**src/rtl/axil_pkg.sv**
```systemverilog
// Shared types for the AXI4-Lite register front end: response codes,
// channel FSM states and the address decoder used by both channels.
package axil_pkg;

    typedef enum logic [1:0] {
        RESP_OKAY   = 2'b00,
        RESP_SLVERR = 2'b10,
        RESP_DECERR = 2'b11
    } resp_t;

    typedef enum logic [1:0] {
        W_IDLE,
        W_EXEC,
        W_RESP
    } wstate_t;

    typedef enum logic [1:0] {
        R_IDLE,
        R_FETCH,
        R_RESP
    } rstate_t;

    typedef struct packed {
        logic        in_range;
        logic [31:0] index;
    } addr_dec_t;

    // Addresses are widened to 64 bits so any ADDR_WIDTH up to 64 decodes the same way.
    function automatic addr_dec_t addr_decode(input logic [63:0] addr, input int unsigned num_regs);
        addr_dec_t dec;
        dec.in_range = (addr < ({32'd0, num_regs} << 2));
        dec.index    = addr[33:2];
        return dec;
    endfunction

endpackage

```
**src/rtl/axil_slave_if.sv**
```systemverilog
// AXI4-Lite slave that turns bus transactions into single-cycle register bank
// accesses; independent write and read channel FSMs, all outputs registered.
module axil_slave_if
    import axil_pkg::*;
#(
    parameter int unsigned ADDR_WIDTH = 32,
    parameter int unsigned DATA_WIDTH = 32,
    parameter int unsigned NUM_REGS   = 16,
    parameter int unsigned RO_INDEX   = 3
) (
    input  logic                    clk,
    input  logic                    reset_n,

    input  logic [ADDR_WIDTH-1:0]   s_axi_awaddr,
    input  logic [2:0]              s_axi_awprot,
    input  logic                    s_axi_awvalid,
    output logic                    s_axi_awready,

    input  logic [DATA_WIDTH-1:0]   s_axi_wdata,
    input  logic [DATA_WIDTH/8-1:0] s_axi_wstrb,
    input  logic                    s_axi_wvalid,
    output logic                    s_axi_wready,

    output logic [1:0]              s_axi_bresp,
    output logic                    s_axi_bvalid,
    input  logic                    s_axi_bready,

    input  logic [ADDR_WIDTH-1:0]   s_axi_araddr,
    input  logic [2:0]              s_axi_arprot,
    input  logic                    s_axi_arvalid,
    output logic                    s_axi_arready,

    output logic [DATA_WIDTH-1:0]   s_axi_rdata,
    output logic [1:0]              s_axi_rresp,
    output logic                    s_axi_rvalid,
    input  logic                    s_axi_rready,

    output logic                    write_en,
    output logic [31:0]             write_addr,
    output logic [DATA_WIDTH-1:0]   write_data,

    output logic [31:0]             read_addr,
    input  logic [DATA_WIDTH-1:0]   read_data
);

    // ---------------- write channel ----------------
    wstate_t                   wstate_q, wstate_d;
    logic                      aw_held_q, aw_held_d;
    logic                      w_held_q, w_held_d;
    logic                      awready_q, awready_d;
    logic                      wready_q, wready_d;
    logic                      bvalid_q, bvalid_d;
    resp_t                     bresp_q, bresp_d;
    logic                      write_en_q, write_en_d;
    logic [ADDR_WIDTH-1:0]     awaddr_q, awaddr_d;
    logic [DATA_WIDTH-1:0]     wdata_q, wdata_d;
    logic [DATA_WIDTH/8-1:0]   wstrb_q, wstrb_d;

    logic                      aw_fire, w_fire;
    logic [ADDR_WIDTH-1:0]     aw_addr_sel;
    logic [DATA_WIDTH/8-1:0]   w_strb_sel;
    addr_dec_t                 wr_dec;

    assign aw_fire     = (wstate_q == W_IDLE) && s_axi_awvalid && awready_q;
    assign w_fire      = (wstate_q == W_IDLE) && s_axi_wvalid && wready_q;
    // Decode on the beat being captured this cycle so write_en lands one cycle after the later handshake.
    assign aw_addr_sel = aw_fire ? s_axi_awaddr : awaddr_q;
    assign w_strb_sel  = w_fire ? s_axi_wstrb : wstrb_q;
    assign wr_dec      = addr_decode(64'(aw_addr_sel), NUM_REGS);

    always_comb begin
        wstate_d   = wstate_q;
        aw_held_d  = aw_held_q;
        w_held_d   = w_held_q;
        awready_d  = awready_q;
        wready_d   = wready_q;
        bvalid_d   = bvalid_q;
        bresp_d    = bresp_q;
        write_en_d = 1'b0;
        awaddr_d   = awaddr_q;
        wdata_d    = wdata_q;
        wstrb_d    = wstrb_q;

        case (wstate_q)
            W_IDLE: begin
                if (aw_fire) begin
                    awaddr_d  = s_axi_awaddr;
                    aw_held_d = 1'b1;
                end
                if (w_fire) begin
                    wdata_d  = s_axi_wdata;
                    wstrb_d  = s_axi_wstrb;
                    w_held_d = 1'b1;
                end
                awready_d = !aw_held_d;
                wready_d  = !w_held_d;

                if (aw_held_d && w_held_d) begin
                    wstate_d  = W_EXEC;
                    aw_held_d = 1'b0;
                    w_held_d  = 1'b0;
                    awready_d = 1'b0;
                    wready_d  = 1'b0;
                    if (!wr_dec.in_range) begin
                        bresp_d = RESP_DECERR;
                    end else if (w_strb_sel != '1) begin
                        bresp_d = RESP_SLVERR;
                    end else if (wr_dec.index == RO_INDEX) begin
                        bresp_d = RESP_SLVERR;
                    end else begin
                        bresp_d    = RESP_OKAY;
                        write_en_d = 1'b1;
                    end
                end
            end
            W_EXEC: begin
                wstate_d = W_RESP;
                bvalid_d = 1'b1;
            end
            W_RESP: begin
                if (s_axi_bready) begin
                    wstate_d  = W_IDLE;
                    bvalid_d  = 1'b0;
                    awready_d = 1'b1;
                    wready_d  = 1'b1;
                end
            end
            default: wstate_d = W_IDLE;
        endcase
    end

    always_ff @(posedge clk) begin
        if (!reset_n) begin
            wstate_q   <= W_IDLE;
            aw_held_q  <= 1'b0;
            w_held_q   <= 1'b0;
            awready_q  <= 1'b0;
            wready_q   <= 1'b0;
            bvalid_q   <= 1'b0;
            bresp_q    <= RESP_OKAY;
            write_en_q <= 1'b0;
            awaddr_q   <= '0;
            wdata_q    <= '0;
            wstrb_q    <= '0;
        end else begin
            wstate_q   <= wstate_d;
            aw_held_q  <= aw_held_d;
            w_held_q   <= w_held_d;
            awready_q  <= awready_d;
            wready_q   <= wready_d;
            bvalid_q   <= bvalid_d;
            bresp_q    <= bresp_d;
            write_en_q <= write_en_d;
            awaddr_q   <= awaddr_d;
            wdata_q    <= wdata_d;
            wstrb_q    <= wstrb_d;
        end
    end

    // ---------------- read channel ----------------
    rstate_t                 rstate_q, rstate_d;
    logic                    arready_q, arready_d;
    logic                    rvalid_q, rvalid_d;
    resp_t                   rresp_q, rresp_d;
    logic [DATA_WIDTH-1:0]   rdata_q, rdata_d;
    logic [ADDR_WIDTH-1:0]   read_addr_q, read_addr_d;
    addr_dec_t               rd_dec;

    assign rd_dec = addr_decode(64'(read_addr_q), NUM_REGS);

    always_comb begin
        rstate_d    = rstate_q;
        arready_d   = arready_q;
        rvalid_d    = rvalid_q;
        rresp_d     = rresp_q;
        rdata_d     = rdata_q;
        read_addr_d = read_addr_q;

        case (rstate_q)
            R_IDLE: begin
                arready_d = 1'b1;
                if (s_axi_arvalid && arready_q) begin
                    read_addr_d = s_axi_araddr;
                    arready_d   = 1'b0;
                    rstate_d    = R_FETCH;
                end
            end
            R_FETCH: begin
                // The bank port is combinational; sampling here sees the pre-write value on a same-cycle write.
                if (rd_dec.in_range) begin
                    rdata_d = read_data;
                    rresp_d = RESP_OKAY;
                end else begin
                    rdata_d = '0;
                    rresp_d = RESP_DECERR;
                end
                rvalid_d = 1'b1;
                rstate_d = R_RESP;
            end
            R_RESP: begin
                if (s_axi_rready) begin
                    rvalid_d  = 1'b0;
                    arready_d = 1'b1;
                    rstate_d  = R_IDLE;
                end
            end
            default: rstate_d = R_IDLE;
        endcase
    end

    always_ff @(posedge clk) begin
        if (!reset_n) begin
            rstate_q    <= R_IDLE;
            arready_q   <= 1'b0;
            rvalid_q    <= 1'b0;
            rresp_q     <= RESP_OKAY;
            rdata_q     <= '0;
            read_addr_q <= '0;
        end else begin
            rstate_q    <= rstate_d;
            arready_q   <= arready_d;
            rvalid_q    <= rvalid_d;
            rresp_q     <= rresp_d;
            rdata_q     <= rdata_d;
            read_addr_q <= read_addr_d;
        end
    end

    // ---------------- outputs ----------------
    assign s_axi_awready = awready_q;
    assign s_axi_wready  = wready_q;
    assign s_axi_bvalid  = bvalid_q;
    assign s_axi_bresp   = bresp_q;
    assign s_axi_arready = arready_q;
    assign s_axi_rvalid  = rvalid_q;
    assign s_axi_rresp   = rresp_q;
    assign s_axi_rdata   = rdata_q;
    assign write_en      = write_en_q;
    assign write_addr    = 32'(awaddr_q);
    assign write_data    = wdata_q;
    assign read_addr     = 32'(read_addr_q);

    logic unused_ok;
    assign unused_ok = ^{s_axi_awprot, s_axi_arprot, rd_dec.index};

endmodule

```
**config.mk**
```make
export PLATFORM = sky130hd
export DESIGN_NAME = axil_slave_if
export DESIGN_NICKNAME = d
export VERILOG_FILES = /design/src/rtl/axil_pkg.sv /design/src/rtl/axil_slave_if.sv
export SDC_FILE = /design/constraint.sdc
export NUM_CORES = 1
export LEC_CHECK = 0
export CORE_UTILIZATION = 34
export DETAILED_ROUTE_END_ITERATION = 10
export GPL_ROUTABILITY_DRIVEN = 0
export PLACE_DENSITY = 0.71
export SLEW_MARGIN = 20
export SYNTH_ARGS = -nofsm -noshare
export SYNTH_HDL_FRONTEND = slang
export SYNTH_SLANG_ARGS = --single-unit
```
**constraint.sdc**
```tcl
create_clock -name clk -period 1.45 [get_ports clk]
set_clock_uncertainty 0.15 [all_clocks]
set_input_delay 0.29 -clock clk [delete_from_list [all_inputs] [get_ports clk]]
set_output_delay 0.29 -clock clk [all_outputs]
set_load 0.02 [all_outputs]
```
==> results.md <==
* Outcome: finished with violations
* Failing checks: setup timing
* Synth Flop Type: dfxtp_1
* Antenna-violating nets left at 0
* YS warnings at 0
* Critical path type: flip-flop to flip-flop
* Worst r2r src: read_addr[8]$_SDFFE_PN0P_
* CP Launch Type: flip-flop
* WP data required at 1.66 ns
* Pwr dens at 1060 nW/µm²
* Die Height at 134 µm
* Fmax at 0.607 GHz
* Gr usage total at 20.4%
* Die X at 134 µm
* RSZ-0062 raised after global routing: yes
* Area leader, netlist: dfxtp_1
* Min-Delay Endpoint: write_addr[21]$_SDFFE_PN0N_
* CTS tree: built
* Via count at 6193
* Cell with the most instances after synthesis: nand2_1
* Min-Delay Path Depth at 3
* Vias per inst at 4.77
* Layout cell share with drive strength beyond 1 at 38.1%
* Largest net degree at the start of global routing at 67
* Mapped Cells at 714
* Clock Pin Slew Worst Setup and Hold Paths at 0.06 ns
* Total wire length at 20.3 mm
* Synth Register Bits at 147
* Total global routing overflow at 0
* Die area at 18000 µm²
* Register area share after synthesis at 49.4%
* First-pass GRT wire length at 28.8 mm
* DR WL/cell at 15.6 µm
* Final Core Density at 61.7%
* Fill cells at 1471
* Site Rows at 48
* Area grow syn2layout at 78.0%
* Worst Path Arrival at 1.86 ns
* Max cap viols at 0
* IO Count at 283
* Inserted Clock Buffers at 17
* H-tree levels at 4
* R2R cell count at 5
* Worst reg2reg endpoint: s_axi_rdata[17]$_SDFFE_PN0P_
* Final worst path period need at 1.65 ns
* Residual DRC count at 0
* Final Hold Fails at 0
* Drt first-iter violations at 192
* Dominant cells by area after synthesis: dfxtp_1 49%, nand2_1 15%, a21boi_1 12%
* DP HPWL at 12.9 mm
* Placeable Area at 17200 µm²
* Setup violations, final at 90
* NumNets Final at 1203
* Initial core utilization at 34.7%
* Total clock sinks at 147
* CTS max path bufs at 2
* Clk_lat worst skew at 0.42 ns
* Buffers added on ports at 276
* Classification of the worst-slack hold path: input port to flip-flop
* Cell area after synthesis at 5950 µm²
* Slew Viols, Final at 0
* Synth top cells by count: 238 x nand2_1, 147 x dfxtp_1, 97 x a21boi_1
* CP Max Fanout at 33
* Least-Margin Pin Slew at 0.347 ns
* Period utilization at 114%
* Synth cell types at 35
* Mean Syn Cell Area at 8.34 µm²
* Flop2flop setup slack at -0.20 ns
* Post-CTS Hold Buffers at 0
* Root Driver: clkbuf_16
* Initial antenna violation count at 1
* DRT Pass-1 Iters at 4
* Slew Limit Headroom at 76.8%
* Crit path capture type: flip-flop
* Pre-CTS WS at -0.523 ns
* Peak supply drop at 0.775 mV
* Leakage at 4.64 nW
* Hold Startpoint: reset_n
* Final WS setup at -0.197 ns
* Syn nets at 859
* Top cell type's share of synthesized area at 49.4%
* Asr flop ratio synth at 0%
* Post-synth EDFFs at 0
* Vias in the first global route at 5478
area by class of cell:
| type | instances | area [µm²] | area share, % |
|---|---|---|---|
| clock buffers | 17 | 425 | 4.02 |
| diodes | 1 | 2.50 | 0.0236 |
| repair buffers | 376 | 3440 | 32.4 |
| clock inverters | 15 | 171 | 1.62 |
| multi-input cells | 478 | 3110 | 29.4 |
| well taps | 225 | 282 | 2.66 |
| inverters | 38 | 145 | 1.37 |
| flip-flops and latches | 147 | 3020 | 28.5 |
cells by family after synthesis:
logic type / Yosys count / share of synthesized area (%)
multiplexers: 1 / 0.168
buffers and inverters: 89 / 6.47
AO/OA/AOI/OAI: 151 / 18.7
flip-flops: 147 / 49.4
AND/OR/NAND/NOR: 326 / 25.2
where the power goes:
part           leakage (nW)  switching, W  total, W  internal (W)
Sequential             1.22      0.000170   0.00442       0.00425
Combinational          3.14       0.00113   0.00237       0.00123
Clock                 0.280       0.00187   0.00445       0.00258
Total                  4.64       0.00317    0.0112       0.00807
state kept, by name, indices dropped and copies added (netlist names), 2 cells and up:
name,flops
read_addr,32
write_addr,32
rstate_q,2
s_axi_rdata,32
wstate_q,2
s_axi_bresp,2
write_data,32
wstrb_q,4
worst max path at each step:
stage,startpoint,end
global placement,s_axi_awvalid,write_en$_SDFF_PP0_
detailed placement,s_axi_awvalid,write_en$_SDFF_PP0_
global route,read_addr[8]$_SDFFE_PN0P_,s_axi_rdata[10]$_SDFFE_PN0P_
finish,read_addr[8]$_SDFFE_PN0P_,s_axi_rdata[17]$_SDFFE_PN0P_
CTS,read_addr[12]$_SDFFE_PN0P_,s_axi_rdata[22]$_SDFFE_PN0P_
floorplan,read_addr[8]$_SDFFE_PN0P_,s_axi_rdata[3]$_SDFFE_PN0P_
what timing repair did:
item	in CTS	in global routing
resized for setup	654	181
gates cloned	2	9
pin swaps	11	73
setup endpoints to repair	237	168
buffers inserted	5	22
metrics by stage:
| step | TNS [ns] | instances | power [W] | hold WS, ns | area (µm²) |
|---|---|---|---|---|---|
| after floorplan | -2.72 | 714 | 0.00539 | 0.265 | 6020 |
| after global placement | -45.14 | 1233 | 0.00655 | 0.290 | 9490 |
| after detailed placement | -46.85 | 1233 | 0.00656 | 0.294 | 9490 |
| after CTS | -5.63 | 1272 | 0.0110 | 0.196 | 9820 |
| after global routing | -15.81 | 1297 | 0.0117 | 0.214 | 10600 |
| final | -8.13 | 1297 | 0.0112 | 0.210 | 10600 |
worst max-delay path, stage by stage, from the launching register on:
cell	delay [ns]
dfxtp_4	0.35
nor4b_4	0.34
nand4_4	0.14
buf_12	0.20
o31ai_1	0.25
and2_1	0.15
cells in the final DEF, fill, tap and decap left out, types with 21 or more instances in the layout:
cell               n
nand2_2           22
clkdlybuf4s50_1  135
inv_1             37
buf_2             88
a21boi_1          77
a21boi_2          24
o31ai_1           26
nand2_1          197
buf_6             50
clkbuf_16         21
and2_1            33
dfxtp_1          104
buf_4             77
dfxtp_2           35
per-layer routing:
metal  track usage, %  vias up  part of all wire [%]
met3             6.50       21                   7.4
met1             24.8     2883                    41
met2             34.3      234                    50
met4             6.43        0                   1.4
met5                0        -                     0
li1                 -     3055                     -
(Power assumes the default switching activity.)
